===== src/rtl/max7219_pkg.sv =====
// Shared frame format, MAX7219 register map and state encoding for the
// seven-segment serial transmit path.
package max7219_pkg;

   typedef struct packed {
      logic [7:0] addr;
      logic [7:0] data;
   } frame_t;

   typedef enum logic [2:0] {
      ST_IDLE = 3'd0,
      ST_LO   = 3'd1,
      ST_HI   = 3'd2,
      ST_HOLD = 3'd3,
      ST_GAP  = 3'd4
   } state_t;

   localparam logic [7:0] NOOP   = 8'h00;
   localparam logic [7:0] DIGIT0 = 8'h01;
   localparam logic [7:0] DECODE = 8'h09;
   localparam logic [7:0] INTENS = 8'h0A;
   localparam logic [7:0] SCAN   = 8'h0B;
   localparam logic [7:0] SHDN   = 8'h0C;
   localparam logic [7:0] TEST   = 8'h0F;

   localparam frame_t FR_NORMAL_OP = '{addr: SHDN,   data: 8'h01};
   localparam frame_t FR_TEST_OFF  = '{addr: TEST,   data: 8'h00};
   localparam frame_t FR_NO_DECODE = '{addr: DECODE, data: 8'h00};
   localparam frame_t FR_SCAN_ALL  = '{addr: SCAN,   data: 8'h07};

   // Sequencer index map: 0..4 init frames, 5..12 digit registers 1..8.
   localparam logic [3:0] IDX_INIT_LAST   = 4'd4;
   localparam logic [3:0] IDX_DIGIT_FIRST = 4'd5;
   localparam logic [3:0] IDX_DIGIT_LAST  = 4'd12;

   function automatic frame_t init_frame(input logic [2:0] idx, input logic [3:0] intensity);
      frame_t f;
      case (idx)
         3'd0:    f = FR_NORMAL_OP;
         3'd1:    f = FR_TEST_OFF;
         3'd2:    f = FR_NO_DECODE;
         3'd3:    f = FR_SCAN_ALL;
         3'd4:    f = '{addr: INTENS, data: {4'h0, intensity}};
         default: f = '{addr: NOOP, data: 8'h00};
      endcase
      return f;
   endfunction

endpackage


===== src/rtl/spi_frame_tx.sv =====
// 16-bit MSB-first shift engine producing the MAX7219 DIN/CLK/LOAD waveform,
// one frame per start, with a done pulse on the last GAP cycle.
module spi_frame_tx
   import max7219_pkg::*;
#(
   parameter int unsigned CLK_DIV = 4
) (
   input  logic   clk,
   input  logic   rst,
   input  logic   i_start,
   input  frame_t i_frame,
   output logic   o_sclk,
   output logic   o_mosi,
   output logic   o_cs_n,
   output logic   o_done,
   output logic   o_idle
);

   localparam logic [7:0] DIV_LAST = 8'(CLK_DIV - 1);

   state_t      r_state;
   logic [7:0]  r_div_cnt;
   logic [3:0]  r_bit_cnt;
   logic [15:0] r_shift;
   logic        r_sclk;
   logic        r_mosi;
   logic        r_cs_n;

   state_t      w_state_next;
   logic [7:0]  w_div_next;
   logic [3:0]  w_bit_next;
   logic [15:0] w_shift_next;
   logic        w_phase_end;
   logic        w_done;

   assign w_phase_end = (r_div_cnt == DIV_LAST);

   always_comb begin
      w_state_next = r_state;
      w_div_next   = r_div_cnt;
      w_bit_next   = r_bit_cnt;
      w_shift_next = r_shift;
      w_done       = 1'b0;
      if (r_state != ST_IDLE) begin
         w_div_next = w_phase_end ? 8'd0 : r_div_cnt + 8'd1;
      end
      unique case (r_state)
         ST_IDLE: begin
            if (i_start) begin
               w_state_next = ST_LO;
               w_shift_next = i_frame;
               w_bit_next   = 4'd15;
               w_div_next   = 8'd0;
            end
         end
         ST_LO: begin
            if (w_phase_end) w_state_next = ST_HI;
         end
         ST_HI: begin
            if (w_phase_end) begin
               if (r_bit_cnt == 4'd0) begin
                  w_state_next = ST_HOLD;
               end else begin
                  w_state_next = ST_LO;
                  w_bit_next   = r_bit_cnt - 4'd1;
                  w_shift_next = {r_shift[14:0], 1'b0};
               end
            end
         end
         ST_HOLD: begin
            if (w_phase_end) w_state_next = ST_GAP;
         end
         ST_GAP: begin
            if (w_phase_end) begin
               w_done = 1'b1;
               // Back-to-back frames skip IDLE so LOAD stays high for one phase only.
               if (i_start) begin
                  w_state_next = ST_LO;
                  w_shift_next = i_frame;
                  w_bit_next   = 4'd15;
               end else begin
                  w_state_next = ST_IDLE;
               end
            end
         end
         default: w_state_next = ST_IDLE;
      endcase
   end

   always_ff @(posedge clk) begin
      if (rst) begin
         r_state   <= ST_IDLE;
         r_div_cnt <= 8'd0;
         r_bit_cnt <= 4'd0;
         r_shift   <= 16'd0;
         r_sclk    <= 1'b0;
         r_mosi    <= 1'b0;
         r_cs_n    <= 1'b1;
      end else begin
         r_state   <= w_state_next;
         r_div_cnt <= w_div_next;
         r_bit_cnt <= w_bit_next;
         r_shift   <= w_shift_next;
         r_sclk    <= (w_state_next == ST_HI);
         r_mosi    <= ((w_state_next == ST_LO) || (w_state_next == ST_HI)) ? w_shift_next[15] : 1'b0;
         r_cs_n    <= (w_state_next == ST_IDLE) || (w_state_next == ST_GAP);
      end
   end

   assign o_sclk = r_sclk;
   assign o_mosi = r_mosi;
   assign o_cs_n = r_cs_n;
   assign o_done = w_done;
   assign o_idle = (r_state == ST_IDLE);

endmodule


===== src/rtl/sseg_max7219_tx.sv =====
// MAX7219 driver: runs the power-up register sequence after reset, then
// rewrites all eight digit registers whenever new segment data is strobed.
module sseg_max7219_tx
   import max7219_pkg::*;
#(
   parameter int unsigned CLK_DIV   = 4,
   parameter logic [3:0]  INTENSITY = 4'h8
) (
   input  logic        clk,
   input  logic        rst,
   input  logic [63:0] seg,
   input  logic        seg_vld,
   output logic        spi_sclk,
   output logic        spi_mosi,
   output logic        spi_cs_n,
   output logic        busy,
   output logic        init_done
);

   logic [3:0]  r_idx;
   logic        r_run;
   logic        r_init_done;
   logic        r_pend;
   logic [63:0] r_buf;
   logic [63:0] r_shadow;

   logic        w_start;
   logic [3:0]  w_start_idx;
   logic [3:0]  w_idx_next;
   logic        w_run_next;
   logic        w_copy;
   logic        w_init_end;
   logic        w_tx_done;
   logic        w_tx_idle;
   logic [63:0] w_src;
   frame_t      w_tab [0:15];

   // The shadow is loaded on the same edge a refresh starts, so its first
   // frame must come straight from the pending buffer.
   assign w_src = w_copy ? r_buf : r_shadow;

   for (genvar gi = 0; gi < 16; gi++) begin : g_tab
      if (gi <= 4) begin : g_init
         assign w_tab[gi] = init_frame(3'(gi), INTENSITY);
      end else if (gi <= 12) begin : g_digit
         assign w_tab[gi] = '{addr: DIGIT0 + 8'(gi - 5), data: w_src[(gi-5)*8 +: 8]};
      end else begin : g_pad
         assign w_tab[gi] = '{addr: NOOP, data: 8'h00};
      end
   end

   always_comb begin
      w_start     = 1'b0;
      w_start_idx = r_idx;
      w_idx_next  = r_idx;
      w_run_next  = r_run;
      w_copy      = 1'b0;
      w_init_end  = 1'b0;
      if (w_tx_idle) begin
         if (r_run) begin
            w_start = 1'b1;
         end else if (r_pend) begin
            w_start     = 1'b1;
            w_copy      = 1'b1;
            w_start_idx = IDX_DIGIT_FIRST;
            w_idx_next  = IDX_DIGIT_FIRST;
            w_run_next  = 1'b1;
         end
      end else if (w_tx_done) begin
         if ((r_idx == IDX_INIT_LAST) || (r_idx == IDX_DIGIT_LAST)) begin
            w_init_end = (r_idx == IDX_INIT_LAST);
            if (r_pend) begin
               w_start     = 1'b1;
               w_copy      = 1'b1;
               w_start_idx = IDX_DIGIT_FIRST;
               w_idx_next  = IDX_DIGIT_FIRST;
            end else begin
               w_run_next = 1'b0;
            end
         end else begin
            w_start     = 1'b1;
            w_start_idx = r_idx + 4'd1;
            w_idx_next  = r_idx + 4'd1;
         end
      end
   end

   always_ff @(posedge clk) begin
      if (rst) begin
         r_idx       <= 4'd0;
         r_run       <= 1'b1;
         r_init_done <= 1'b0;
         r_pend      <= 1'b0;
         r_buf       <= 64'd0;
         r_shadow    <= 64'd0;
      end else begin
         r_idx <= w_idx_next;
         r_run <= w_run_next;
         if (w_init_end) r_init_done <= 1'b1;
         if (w_copy) begin
            r_shadow <= r_buf;
            r_pend   <= 1'b0;
         end
         // A strobe on the copy cycle re-arms pending with the newer data.
         if (seg_vld) begin
            r_buf  <= seg;
            r_pend <= 1'b1;
         end
      end
   end

   spi_frame_tx #(
      .CLK_DIV (CLK_DIV)
   ) u_tx (
      .clk     (clk),
      .rst     (rst),
      .i_start (w_start),
      .i_frame (w_tab[w_start_idx]),
      .o_sclk  (spi_sclk),
      .o_mosi  (spi_mosi),
      .o_cs_n  (spi_cs_n),
      .o_done  (w_tx_done),
      .o_idle  (w_tx_idle)
   );

   assign busy      = r_run | r_pend;
   assign init_done = r_init_done;

endmodule


===== config.mk =====
export PLATFORM = sky130hd
export DESIGN_NAME = sseg_max7219_tx
export DESIGN_NICKNAME = d
export VERILOG_FILES = /design/src/rtl/max7219_pkg.sv /design/src/rtl/spi_frame_tx.sv /design/src/rtl/sseg_max7219_tx.sv
export SDC_FILE = /design/constraint.sdc
export NUM_CORES = 1
export LEC_CHECK = 0
export ABC_CLOCK_PERIOD_IN_PS = 3100
export CORE_UTILIZATION = 40
export DETAILED_ROUTE_END_ITERATION = 8
export PLACE_DENSITY_LB_ADDON = 0.1
export SYNTH_ARGS = -nofsm -noshare
export SYNTH_HDL_FRONTEND = slang
export SYNTH_SLANG_ARGS = --single-unit

===== constraint.sdc =====
create_clock -name clk -period 3.1 [get_ports clk]
set_clock_uncertainty 0.1 [all_clocks]
set_input_delay 0.465 -clock clk [delete_from_list [all_inputs] [get_ports clk]]
set_output_delay 0.465 -clock clk [all_outputs]
set_load 0.05 [all_outputs]

== Yosys cells after proc, flatten, opt, wreduce, memory -nomap -nowiden ==
Index checks and enable logic that the tools add are counted.

* Bitwise logic cells: 3
* Add/subtract/negate cells: 3
* Reductions and logical operators: 14
* $lt $le $gt $ge: 1
* Eq/ne operators: 14
* Multiplexer cells: 51

{| class="wikitable"
|+ Operators with widths
! kind !! count
|-
| $mux W16 || 6
|-
| $bmux W16 S4 || 1
|-
| $mux W64 || 1
|-
| $pmux W16 S3 || 1
|-
| $mux W4 || 9
|-
| $mux W8 || 4
|-
| $mux W1 || 21
|-
| $mux W3 || 5
|-
| $pmux W3 S5 || 1
|-
| $pmux W4 S3 || 1
|-
| $eq A3 B2 Y1 const B || 3
|-
| $add A8 B1 Y8 const B || 1
|-
| $eq A8 B2 Y1 const B || 1
|-
| $eq A3 B1 Y1 const B || 2
|-
| $eq A3 B3 Y1 const B || 2
|-
| $logic_not A3 Y1 || 2
|-
| $ne A2 B1 Y1 const B || 3
|-
| $reduce_bool A2 Y1 || 3
|-
| $reduce_bool A3 Y1 || 2
|-
| $ge A5 B5 Y1 const B || 1
|-
| $not A4 Y5 || 1
|-
| $add A4 B1 Y4 const B || 1
|-
| $eq A4 B3 Y1 const B || 1
|-
| $eq A4 B4 Y1 const B || 1
|-
| other kinds (10) || 12
|}

* Register bits: 169
* Output and inout bits: 5
* Word-level logic and storage cells: 100

== Depth between registers and ports, before layout ==
Gate-level depths: netlist of the first run.

* Depth in word-level cells: 12
* Mapped depth: 14
* Mapped depth without buffers: 11

== Hierarchy ==
From an unflattened synthesis of the first run, not the netlist that was laid out.

* Cells, all modules: 774
* Area total of the unflattened synthesis: 7387.1 um^2

{| class="wikitable"
|+ By module, submodules not included
! module !! cells an instance !! area an instance (um^2) !! seq. area each (um^2) !! instances
|-
| sseg_max7219_tx || 584 || 5689.2 || 2702.6 || 1
|-
| spi_frame_tx || 190 || 1697.9 || 680.7 || 1
|}

== Worst setup path after synthesis of the first run ==
No wires, ideal clock.

* Path type: reg2reg
* Start: register u_tx.r_div_cnt[0]
* End: register u_tx.r_shift[8]
* Path slack: 0.090 ns
* Required time: 2.909 ns
* Stages on the path, launching flop included: 12
* Path buffers: 2
* Arrival time: 2.819 ns
* Library setup time: 0.091 ns
* Period minus slack after synthesis: 3.010 ns
* Cell sequence: dfxtp_1 ha_1 nor3b_1 nand3_1 mux2i_1 buf_6 inv_2 buf_1 ha_1 o31ai_1 o221ai_1 a311oi_1

* Longest elaborated chain between the ends: 12
* Elaborated cells between the ends (all ways): 17
* Those cells by class: eq/ne: 3; mux: 12; bitwise: 1; reduce/logical: 1

{| class="wikitable"
|+ RTL lines
! what !! RTL line !! RTL
|-
| start, declared || spi_frame_tx.sv:22 || <nowiki>logic [7:0] r_div_cnt;</nowiki>
|-
| start signal, assigned || spi_frame_tx.sv:101 || <nowiki>r_div_cnt <= w_div_next;</nowiki>
|-
| $eq A8 B2 Y1 * || spi_frame_tx.sv:36 || <nowiki>assign w_phase_end = (r_div_cnt == DIV_LAST);</nowiki>
|-
| $mux W1 || spi_frame_tx.sv:74 || <nowiki>if (w_phase_end) begin</nowiki>
|-
| $mux W1 || spi_frame_tx.sv:47 || <nowiki>unique case (r_state)</nowiki>
|-
| $mux W4 || sseg_max7219_tx.sv:69 || <nowiki>end else if (w_tx_done) begin</nowiki>
|-
| $mux W4 || sseg_max7219_tx.sv:59 || <nowiki>if (w_tx_idle) begin</nowiki>
|-
| $not A4 Y5 (not written as such) || sseg_max7219_tx.sv:118 || <nowiki>.i_frame (w_tab[w_start_idx]),</nowiki>
|-
| $bmux W16 S4 || sseg_max7219_tx.sv:118 ||
|-
| $mux W16 (not written as such) (2 in series) || sseg_max7219_tx.sv:118 ||
|-
| $mux W16 || spi_frame_tx.sv:49, spi_frame_tx.sv:77 ||
|-
| $mux W16 || spi_frame_tx.sv:74 ||
|-
| $pmux W16 S3 || spi_frame_tx.sv:47 ||
|-
| end signal, assigned || spi_frame_tx.sv:103 || <nowiki>r_shift <= w_shift_next;</nowiki>
|-
| end, declared || spi_frame_tx.sv:24 || <nowiki>logic [15:0] r_shift;</nowiki>
|}

Every way passes the cells marked *; elsewhere a longest branch is shown, timed or not. The select of a mux whose other input is x is not followed.
A chain may end at the register's enable or synchronous reset.

== Final worst setup path of the first run ==
* Start: register u_tx.r_state[2]
* End: register u_tx.r_shift[8]

* Longest elaborated chain between the ends: 11
* Elaborated cells between the ends (all ways): 20
* Those cells by class: eq/ne: 5; mux: 11; bitwise: 1; reduce/logical: 3

{| class="wikitable"
|+ RTL lines
! what !! RTL line !! RTL
|-
| start, declared || spi_frame_tx.sv:21 || <nowiki>state_t r_state;</nowiki>
|-
| start signal, assigned || spi_frame_tx.sv:100 || <nowiki>r_state <= w_state_next;</nowiki>
|-
| $eq A3 B3 Y1 || spi_frame_tx.sv:47 ||
|-
| $mux W1 || spi_frame_tx.sv:47 ||
|-
| $mux W4 || sseg_max7219_tx.sv:69 ||
|-
| $mux W4 || sseg_max7219_tx.sv:59 ||
|-
| $not A4 Y5 (not written as such) || sseg_max7219_tx.sv:118 ||
|-
| $bmux W16 S4 || sseg_max7219_tx.sv:118 ||
|-
| $mux W16 (not written as such) (2 in series) || sseg_max7219_tx.sv:118 ||
|-
| $mux W16 || spi_frame_tx.sv:49, spi_frame_tx.sv:77 ||
|-
| $mux W16 || spi_frame_tx.sv:74 ||
|-
| $pmux W16 S3 || spi_frame_tx.sv:47 ||
|}

Several ways; a longest one is shown, not always the timed one. The select of a mux whose other input is x is not followed.

==> results.py, run 1 <==
metrics = {
    "synth": {
        "synth_top_area_share_pct": 44.5,
        "synth_top_area_cell": "dfxtp_1",
        "postSynthCellCount": 839,
        "avgSynthCellArea_um2": 9.05,
        "ys_seq_elements": 169,
        "async_reset_ff_share_pct": 0,
        "synth.distinct_cells": 72,
        "synth_area_um2": 7590,
        "seq_area_frac_synth_pct": 44.5,
        "synthTopCellsByArea": "dfxtp_1 45%, mux2i_1 13%, nor2_1 6.7%",
        "syn_nets": 914,
        "ys.flop_type": "dfxtp_1",
        "yosys_warnings": 0,
        "synth_enable_flop_cells": 0,
    },
    "detailed_routing": {
        "drtIter0Drc": 421,
        "drt_first_pass_iters": 5,
        "wl_um": 20200,
        "avgRoutedWirePerCell_um": 17.2,
        "vias_per_cell": 5.45,
        "route.detailed.drc": 0,
        "num_vias": 6402,
        "ant_nets": 0,
    },
    "cts": {
        "clk_latency_ns": 0.43,
        "numClockSinks": 169,
        "clockBufferDepth": 2,
        "cts_tree": "yes",
        "clock-root-buffer": "clkbuf_16",
        "cts_made_buffers": 17,
        "cts.clk_slew.worst_paths_ns": 0.07,
        "cts_hold_buf": 0,
        "h-tree-depth": 4,
    },
    "die": {
        "rows": 50,
        "die_w_um": 140,
        "die_area_um2": 19500,
        "initial_utilization_pct": 40.7,
        "coreArea_um2": 18600,
        "io_pins": 72,
        "die-height_um": 140,
    },
    "min_path": {
        "holdPathStages": 2,
        "hp-class": "flop to flop",
        "whs_endpoint": "r_shadow[37]",
        "hp-start": "r_shadow[37]",
    },
    "layout": {
        "final_layout_size_suffix_gt1_share_pct": 13.4,
        "final_area_um2": 9490,
        "layout.nets": 1003,
        "fill_cells": 1713,
        "n_antenna_cell": 0,
        "finalNonFillerCells": 1175,
        "final_util_pct": 50.9,
        "area_delta_synth_final_pct": 24.9,
    },
    "critical_path": {
        "crit_chain": "buf_4 -> or3_1 -> nor2_1 -> o32a_1 -> inv_4 -> ha_1 -> o31ai_1 -> o221ai_1 -> a311oi_1",
        "required_ns": 3.34,
        "r2r_end": "u_tx.r_shift[8]",
        "critPathTopFamily": "compound AO/OA/AOI/OAI gates",
        "cp_max_fo": 9,
        "cp-end-kind": "flop",
        "cp-startpoint": "u_tx.r_state[2]",
        "path_buf_inv": 2,
        "slowest_stage": "nor2_1",
        "r2r_slack_ns": 0.14,
        "reg2reg_depth": 9,
        "crit_type": "flop to flop",
        "start_kind": "flop",
        "crit_arrival_ns": 3.20,
        "critPathMaxStageDelay_ns": 0.43,
        "worstReg2RegStart": "u_tx.r_state[2]",
    },
    "global_routing": {
        "grt_pass1_wl_um": 33000,
        "grt_antenna_before_repair": 0,
        "track_usage_pct": 21.6,
        "grt_overflow": 0,
        "grt_max_degree": 62,
        "grt_pass1_vias": 6322,
    },
    "timing": {
        "whs_ns": 0.352,
        "period_needed_ns": 2.96,
        "max_freq_mhz": 338,
        "timing.final.ws_setup_ns": 0.141,
        "rsz0062_at_grt": "no",
        "slew_violations": 0,
        "maxSlewHeadroom_pct": 55.7,
        "finalSetupViolCount": 0,
        "fin_crit_sh_pct": 95.4,
        "finalSetupTns_ns": 0,
        "hold_violations": 0,
        "timing_worst_slew_pin_value_ns": 0.665,
    },
    "placement": {
        "place_congestion": 0.878,
        "post_dp_cell_area_um2": 8790,
        "dpl_worst_slack_ns": -0.138,
        "dp_hpwl_um": 14300,
        "io_buffer_count": 71,
        "dp.cells": 1134,
    },
    "run": {
        "maxCapViolCount": 0,
    },
    "power_and_ir_drop": {
        "ir_drop_v": 0.000371,
        "p_per_area_nw_per_um2": 505,
        "power.leakage_nw": 3.87,
        "finalPower_mw": 4.79,
    },
    "status": {
        "status": "complete, no violations",
    },
}
==> report_power, final <==
group,leakage [nW],total (mW),internal [mW],switching (mW)
sequential,1.38,2.30,2.24,0.0599
clock,0.283,2.15,1.21,0.943
combinational,2.20,0.337,0.179,0.158
total,3.87,4.79,3.63,1.16
==> cell type report <==
cell class | instances | area (um^2) | area share [%]
multi-input cells | 597 | 3950 | 41.6
flip-flops and latches | 169 | 3380 | 35.7
repair buffers | 130 | 1220 | 12.9
clock buffers | 19 | 433 | 4.56
well taps | 234 | 293 | 3.09
clock inverters | 13 | 155 | 1.64
inverters | 13 | 51.3 | 0.541
==> layer usage <==
layer	share of wire (%)	global-route usage [%]	routed length (um)
met5	0	0	0
met4	2.0	7.40	408
met3	4.3	4.65	872
met2	48	35.6	9690
met1	46	27.8	9250
==> cell usage after synthesis, drive strengths merged (10+ instances only) <==
cell,number
nand2,107
a211oi,11
o21ai,12
a21oi,50
inv,13
clkbuf,41
nor3,10
a22oi,10
nand3,13
dfxtp,169
mux2i,101
buf,20
nor2,136
==> worst max-delay path by stage <==
stage | end | slack (ns) | cells past startpoint
finish | u_tx.r_shift[8] | 0.14 | 9
global route | u_tx.r_shift[8] | 0.004 | 9
floorplan | u_tx.r_shift[8] | 0.09 | 11
global placement | u_tx.r_shift[7] | -0.07 | 9
detailed placement | u_tx.r_shift[7] | -0.14 | 9
CTS | u_tx.r_shift[8] | 0.006 | 9
==> state kept, by name, indices dropped and copies added, names as in the netlist <==
name and count:
u_tx.o_mosi 1, r_pend 1, r_shadow 64, r_run 1
u_tx.r_shift 16, u_tx.o_sclk 1, r_buf 64, init_done 1
r_idx 4, u_tx.o_cs_n 1, u_tx.r_div_cnt 8, u_tx.r_state 3
u_tx.r_bit_cnt 4
==> cell usage in the layout, fill, tap and decap left out, types with 8 or more instances in the layout <==
cell type / count
a22oi_1: 10
nand2_1: 107
buf_4: 55
nor2b_1: 8
clkdlybuf4s50_1: 69
ha_1: 8
clkbuf_16: 17
and3_1: 9
o21ai_0: 11
dfxtp_1: 169
a211oi_1: 11
nand3_1: 13
inv_1: 11
mux2i_1: 98
a21oi_1: 49
nand4_1: 9
nor2_1: 135
nor3_1: 8
==> kinds of logic after synthesis <==
family,synth area share [%]
simple gates,18.9
flops,44.5
compound gates,13.3
mux,16.5
buf+inv,4.22
xor+xnor,1.15
fa+ha+maj,1.32
==> repair_timing <==
action / CTS / global route
resized for setup: 1 / 7
cloned: 1 / 0
pin swaps: 2 / 3
endpoints found under the hold margin: 0 / 0
setup buffers: 2 / 6
setup endpoints to repair: 4 / 11
==> worst reg2reg max path: cells and delay by family (launching register included) <==
family	cells	cell delay, ns
AOI/OAI and AO/OA	4	1.04
and+or+nand+nor	2	0.83
DFF	1	0.38
buffers and inverters	2	0.31
adders and majority gates	1	0.20
Note: power is estimated with default switching activity, not from simulation.
==> run 2: changes to the inputs <==
CORE_ASPECT_RATIO = 1.2   (was not set)
TNS_END_PERCENT = 10   (was not set)
==> run 2 against run 1 <==
  * Count of clock-buffer cells in the layout grew 2
  * Final cell count grew 0.85%
  * Setup slack lost 0.019 ns
  * Sequential cell count is the same
==> results.py, run 2 (synthesis gave the netlist of run 1 again) <==
metrics = {
    "status": {
        "status": "complete, no violations",
    },
    "detailed_routing": {
        "ant_nets": 0,
        "vias_per_cell": 5.34,
        "route.detailed.drc": 0,
        "drtIter0Drc": 377,
        "avgRoutedWirePerCell_um": 16.8,
        "num_vias": 6322,
        "drt_first_pass_iters": 5,
        "wl_um": 19900,
    },
    "min_path": {
        "hp-class": "input port to flop",
        "holdPathStages": 2,
    },
    "global_routing": {
        "grt-busiest-layer": "met2",
        "grt_pass1_vias": 6036,
        "grt_max_degree": 66,
        "grt_pass1_wl_um": 32000,
        "grt_antenna_before_repair": 0,
        "track_usage_pct": 20.9,
        "met1_usage_pct": 27.1,
        "met3_usage_pct": 2.73,
        "grt_util_met2_pct": 35.3,
        "grt_overflow": 0,
    },
    "timing": {
        "timing.final.ws_setup_ns": 0.122,
        "period_needed_ns": 2.98,
        "fin_crit_sh_pct": 96.1,
        "whs_ns": 0.352,
        "finalSetupViolCount": 0,
        "slew_violations": 0,
        "hold_violations": 0,
        "rsz0062_at_grt": "yes",
        "timing_worst_slew_pin_value_ns": 0.565,
        "max_freq_mhz": 336,
        "maxSlewHeadroom_pct": 62.4,
    },
    "critical_path": {
        "slowest_stage": "or3b_4",
        "required_ns": 3.33,
        "start_kind": "flop",
        "cp_max_fo": 6,
        "reg2reg_depth": 9,
        "cp-end-kind": "flop",
        "crit_arrival_ns": 3.21,
        "critPathMaxStageDelay_ns": 0.46,
        "crit_type": "flop to flop",
        "crit_chain": "ha_1 -> or3b_4 -> buf_4 -> a2111oi_4 -> o211a_1 -> o21ai_1 -> a2111oi_1 -> a211oi_1 -> o32ai_1",
    },
    "power_and_ir_drop": {
        "finalPower_mw": 4.70,
        "p_per_area_nw_per_um2": 500,
        "ir_drop_v": 0.000349,
        "power.leakage_nw": 3.83,
    },
    "layout": {
        "area_delta_synth_final_pct": 23.9,
        "fill_cells": 1749,
        "final_layout_size_suffix_gt1_share_pct": 12.3,
        "finalNonFillerCells": 1185,
        "n_antenna_cell": 0,
        "largest_registers": "r_buf (64), r_shadow (64), u_tx.r_shift (16)",
        "layout.nets": 995,
        "mostFrequentLayoutCell": "dfxtp_1",
        "final_cell_mix": "169 x dfxtp_1, 135 x nor2_1, 106 x nand2_1",
    },
    "die": {
        "rows": 54,
        "die-height_um": 153,
        "die_w_um": 128,
        "initial_utilization_pct": 41.3,
        "coreArea_um2": 18400,
        "io_pins": 72,
        "die_area_um2": 19500,
    },
    "cts": {
        "h-tree-depth": 4,
        "clock-root-buffer": "clkbuf_16",
        "cts.clk_slew.worst_paths_ns": 0.06,
        "cts_tree": "yes",
        "cts_made_buffers": 17,
        "clk_latency_ns": 0.43,
        "clockBufferDepth": 2,
        "numClockSinks": 169,
    },
    "placement": {
        "dp.cells": 1153,
        "place_congestion": 0.853,
        "io_buffer_count": 71,
        "dp_hpwl_um": 14500,
        "dpl_worst_slack_ns": 0.0362,
    },
    "run": {
        "maxCapViolCount": 0,
    },
}
[run 2: power by group]
part | internal (mW) | switching [mW]
Sequential | 2.24 | 0.0574
Clock | 1.17 | 0.909
Combinational | 0.176 | 0.157
Total | 3.58 | 1.12
[run 2: area by class of cell]
cell class              count  area (um^2)  area share [%]
clock inverters            11          110            1.17
inverters                  13         48.8           0.519
repair buffers            123         1170            12.5
clock buffers              21          460            4.89
flip-flops and latches    169         3380            36.0
well taps                 252          315            3.35
multi-input cells         596         3920            41.6
[run 2: final timing paths]
kind	start	end	slack, ns
max	u_tx.r_div_cnt[0]	u_tx.r_shift[7]	0.12
min	rst	r_buf[0]	0.35
max reg2reg	u_tx.r_div_cnt[0]	u_tx.r_shift[7]	0.12
min reg2reg	r_shadow[28]	r_shadow[28]	0.35
[run 2: repair_timing]
item,in CTS,in global routing
endpoints found under the setup margin,0,8
resized for setup,0,4
hold buffers,0,0
buffers inserted,0,0
endpoints found under the hold margin,0,0
[run 2: per-stage QoR]
stage	utilization, %	cell area, um^2	setup TNS, ns
CTS	51.1	9400	0
finish	51.2	9410	0
global placement	48.0	8820	0
global route	51.2	9410	-0.0461
detailed placement	48.0	8820	0
floorplan	-	7590	0
[run 2: worst max-delay path: cells and delay by family (launching register included)]
family	cells	cell delay, ns
fa+ha+maj	1	0.24
compound gates	6	1.50
flops	1	0.40
buf+inv	1	0.18
simple gates	1	0.46
[run 2: per-layer routing]
| metal | vias to the layer above | routed length [um] |
|---|---|---|
| li1 | 3114 | - |
| met5 | - | 0 |
| met4 | 0 | 461 |
| met2 | 131 | 9820 |
| met1 | 3053 | 9070 |
| met3 | 24 | 513 |
==> run 3: changes to the inputs <==
CORE_MARGIN = 10   (was not set)
CTS_BUF_LIST = sky130_fd_sc_hd__clkbuf_4   (was not set)
==> run 3 against run 2 <==
  * Global-route usage shrank 4.9 points
  * Routed wire length grew 1.1%
  * Sequential share of layout area grew 0.95 points
  * Sequential cell count is the same
  * Critical path type unchanged
  * Cell area shrank 2.4%
  * Critical endpoint is now u_tx.r_shift[8]
  * Combinational power is essentially flat
  * Count of clock-buffer cells in the layout shrank 4
==> results.py, run 3 (synthesis gave the netlist of run 1 again) <==
metrics = {
    "detailed_routing": {
        "num_vias": 6259,
        "ant_nets": 0,
        "drt_first_pass_iters": 5,
        "wl_um": 20100,
        "route.detailed.drc": 0,
        "vias_per_cell": 5.25,
        "drtIter0Drc": 367,
        "avgRoutedWirePerCell_um": 16.8,
    },
    "layout": {
        "largest_registers": "r_buf (64), r_shadow (64), u_tx.r_shift (16)",
        "multi_input_area_um2": 3940,
        "final_area_um2": 9180,
        "seq_area_um2": 3390,
        "final_cell_mix": "165 x dfxtp_1, 135 x nor2_1, 107 x nand2_1",
        "mostFrequentLayoutCell": "dfxtp_1",
        "final_layout_size_suffix_gt1_share_pct": 13.4,
        "layout.nets": 996,
        "area_delta_synth_final_pct": 20.8,
        "fill_cells": 1804,
    },
    "global_routing": {
        "grt_pass1_vias": 6132,
        "grt_pass1_wl_um": 32500,
        "grt_antenna_before_repair": 1,
        "grt_overflow": 0,
        "track_usage_pct": 16.1,
        "grt_max_degree": 91,
    },
    "placement": {
        "io_buffer_count": 71,
        "dp_hpwl_um": 14800,
        "place_congestion": 0.891,
        "dpl_worst_slack_ns": -0.0707,
        "post_dp_cell_area_um2": 8830,
    },
    "power_and_ir_drop": {
        "p_int_mw": 2.78,
        "p_sw_share_pct": 28.6,
        "p_per_area_nw_per_um2": 425,
        "p_sw_mw": 1.12,
        "seqPwrFrac_pct": 58.9,
        "p_comb_share_pct": 8.6,
        "clockPowerShare_pct": 32.5,
        "power.leakage_nw": 3.71,
        "ir_drop_v": 0.000244,
    },
    "die": {
        "die-height_um": 171,
        "rows": 55,
        "coreArea_um2": 18800,
        "io_pins": 72,
        "initial_utilization_pct": 40.4,
        "die_w_um": 146,
        "die_area_um2": 24900,
    },
    "critical_path": {
        "cp-startpoint": "u_tx.r_div_cnt[5]",
        "critPathMaxStageDelay_ns": 0.52,
        "crit_chain": "or4_1 -> buf_4 -> nor4_4 -> o32a_1 -> inv_2 -> ha_1 -> o31ai_1 -> o221ai_1 -> a311oi_1",
        "crit_type": "flop to flop",
        "start_kind": "flop",
        "crit_arrival_ns": 3.34,
        "required_ns": 3.50,
        "slowest_stage": "or4_1",
        "cp_max_fo": 10,
        "cp-end-kind": "flop",
        "worstReg2RegStart": "u_tx.r_div_cnt[5]",
    },
    "cts": {
        "clock-root-buffer": "clkbuf_4",
        "cts_made_buffers": 17,
        "numClockSinks": 169,
        "cts.clk_slew.worst_paths_ns": 0.16,
        "h-tree-depth": 4,
        "clk_latency_ns": 0.58,
        "cts_tree": "yes",
        "clockBufferDepth": 2,
    },
    "timing": {
        "period_needed_ns": 2.93,
        "finalSetupViolCount": 0,
        "finalSetupTns_ns": 0,
        "timing_worst_slew_pin_value_ns": 0.529,
        "hold_violations": 0,
        "maxSlewHeadroom_pct": 63.8,
        "max_freq_mhz": 341,
        "rsz0062_at_grt": "no",
        "fin_crit_sh_pct": 94.6,
        "timing.final.ws_setup_ns": 0.166,
        "slew_violations": 0,
    },
    "min_path": {
        "hp-start": "rst",
        "hp-class": "input port to flop",
    },
    "run": {
        "maxCapViolCount": 0,
    },
    "status": {
        "status": "complete, no violations",
    },
}
## run 3: cell types whose count changed in the layout (fill, tap and decap cells not counted), moves of 3 or more
cell	before	now
clkinv_8	0	3
clkbuf_4	0	17
dfxtp_1	169	165
clkbuf_16	17	0
dfxtp_2	0	4
## run 3: power groups by stage
stage / Sequential, mW / Combinational (mW) / Clock [mW]
after floorplan: 2.32 / 0.194 / 0
after global routing: 2.31 / 0.365 / 1.41
after global placement: 2.34 / 0.328 / 0
after CTS: 2.30 / 0.338 / 1.32
final: 2.30 / 0.333 / 1.27
after detailed placement: 2.34 / 0.336 / 0
## run 3: critical path, delay by kind of cell, from the launching register on
kind	cells	cell delay (ns)
buf+inv	2	0.35
simple gates	2	0.86
compound gates	4	0.96
flops	1	0.38
fa+ha+maj	1	0.20
## run 3: stage by stage
step	utilization (%)	cells	power (mW)	hold slack [ns]
after floorplan	-	839	2.52	0.327
after global placement	47.0	1155	2.67	0.334
after detailed placement	47.0	1155	2.68	0.343
after CTS	48.6	1188	3.95	0.150
after global routing	48.9	1192	4.08	0.143
final	48.9	1192	3.90	0.182
## run 3: layout make-up
cell class / instances / area share, %
diodes: 2 / 0.0545
clock buffers: 17 / 1.39
clock inverters: 15 / 1.69
inverters: 13 / 0.532
multi-input cells: 596 / 42.9
flip-flops and latches: 169 / 36.9
well taps: 256 / 3.49
repair buffers: 124 / 13.0
## run 3: metal layers
layer	up-vias	wire, um	global-route usage, %
li1	3131	-	-
met1	2987	9140	19.9
met2	119	9920	26.8
met3	22	766	4.10
met4	0	249	4.97
met5	-	0	0
## run 3: what timing repair did
item / CTS / global route
pin swaps: 1 / 2
setup endpoints to repair: 6 / 6
hold buffers: 0 / 0
gates resized for setup: 2 / 9
setup buffers: 1 / 2
## run 3: worst paths after layout
path                                   endpoint  slack [ns]  cells after the start
worst max-delay path            u_tx.r_shift[8]        0.17                      9
worst min-delay path            u_tx.r_state[2]        0.18                      2
worst max register to register  u_tx.r_shift[8]        0.17                      9
worst min register to register     r_shadow[39]        0.36                      2
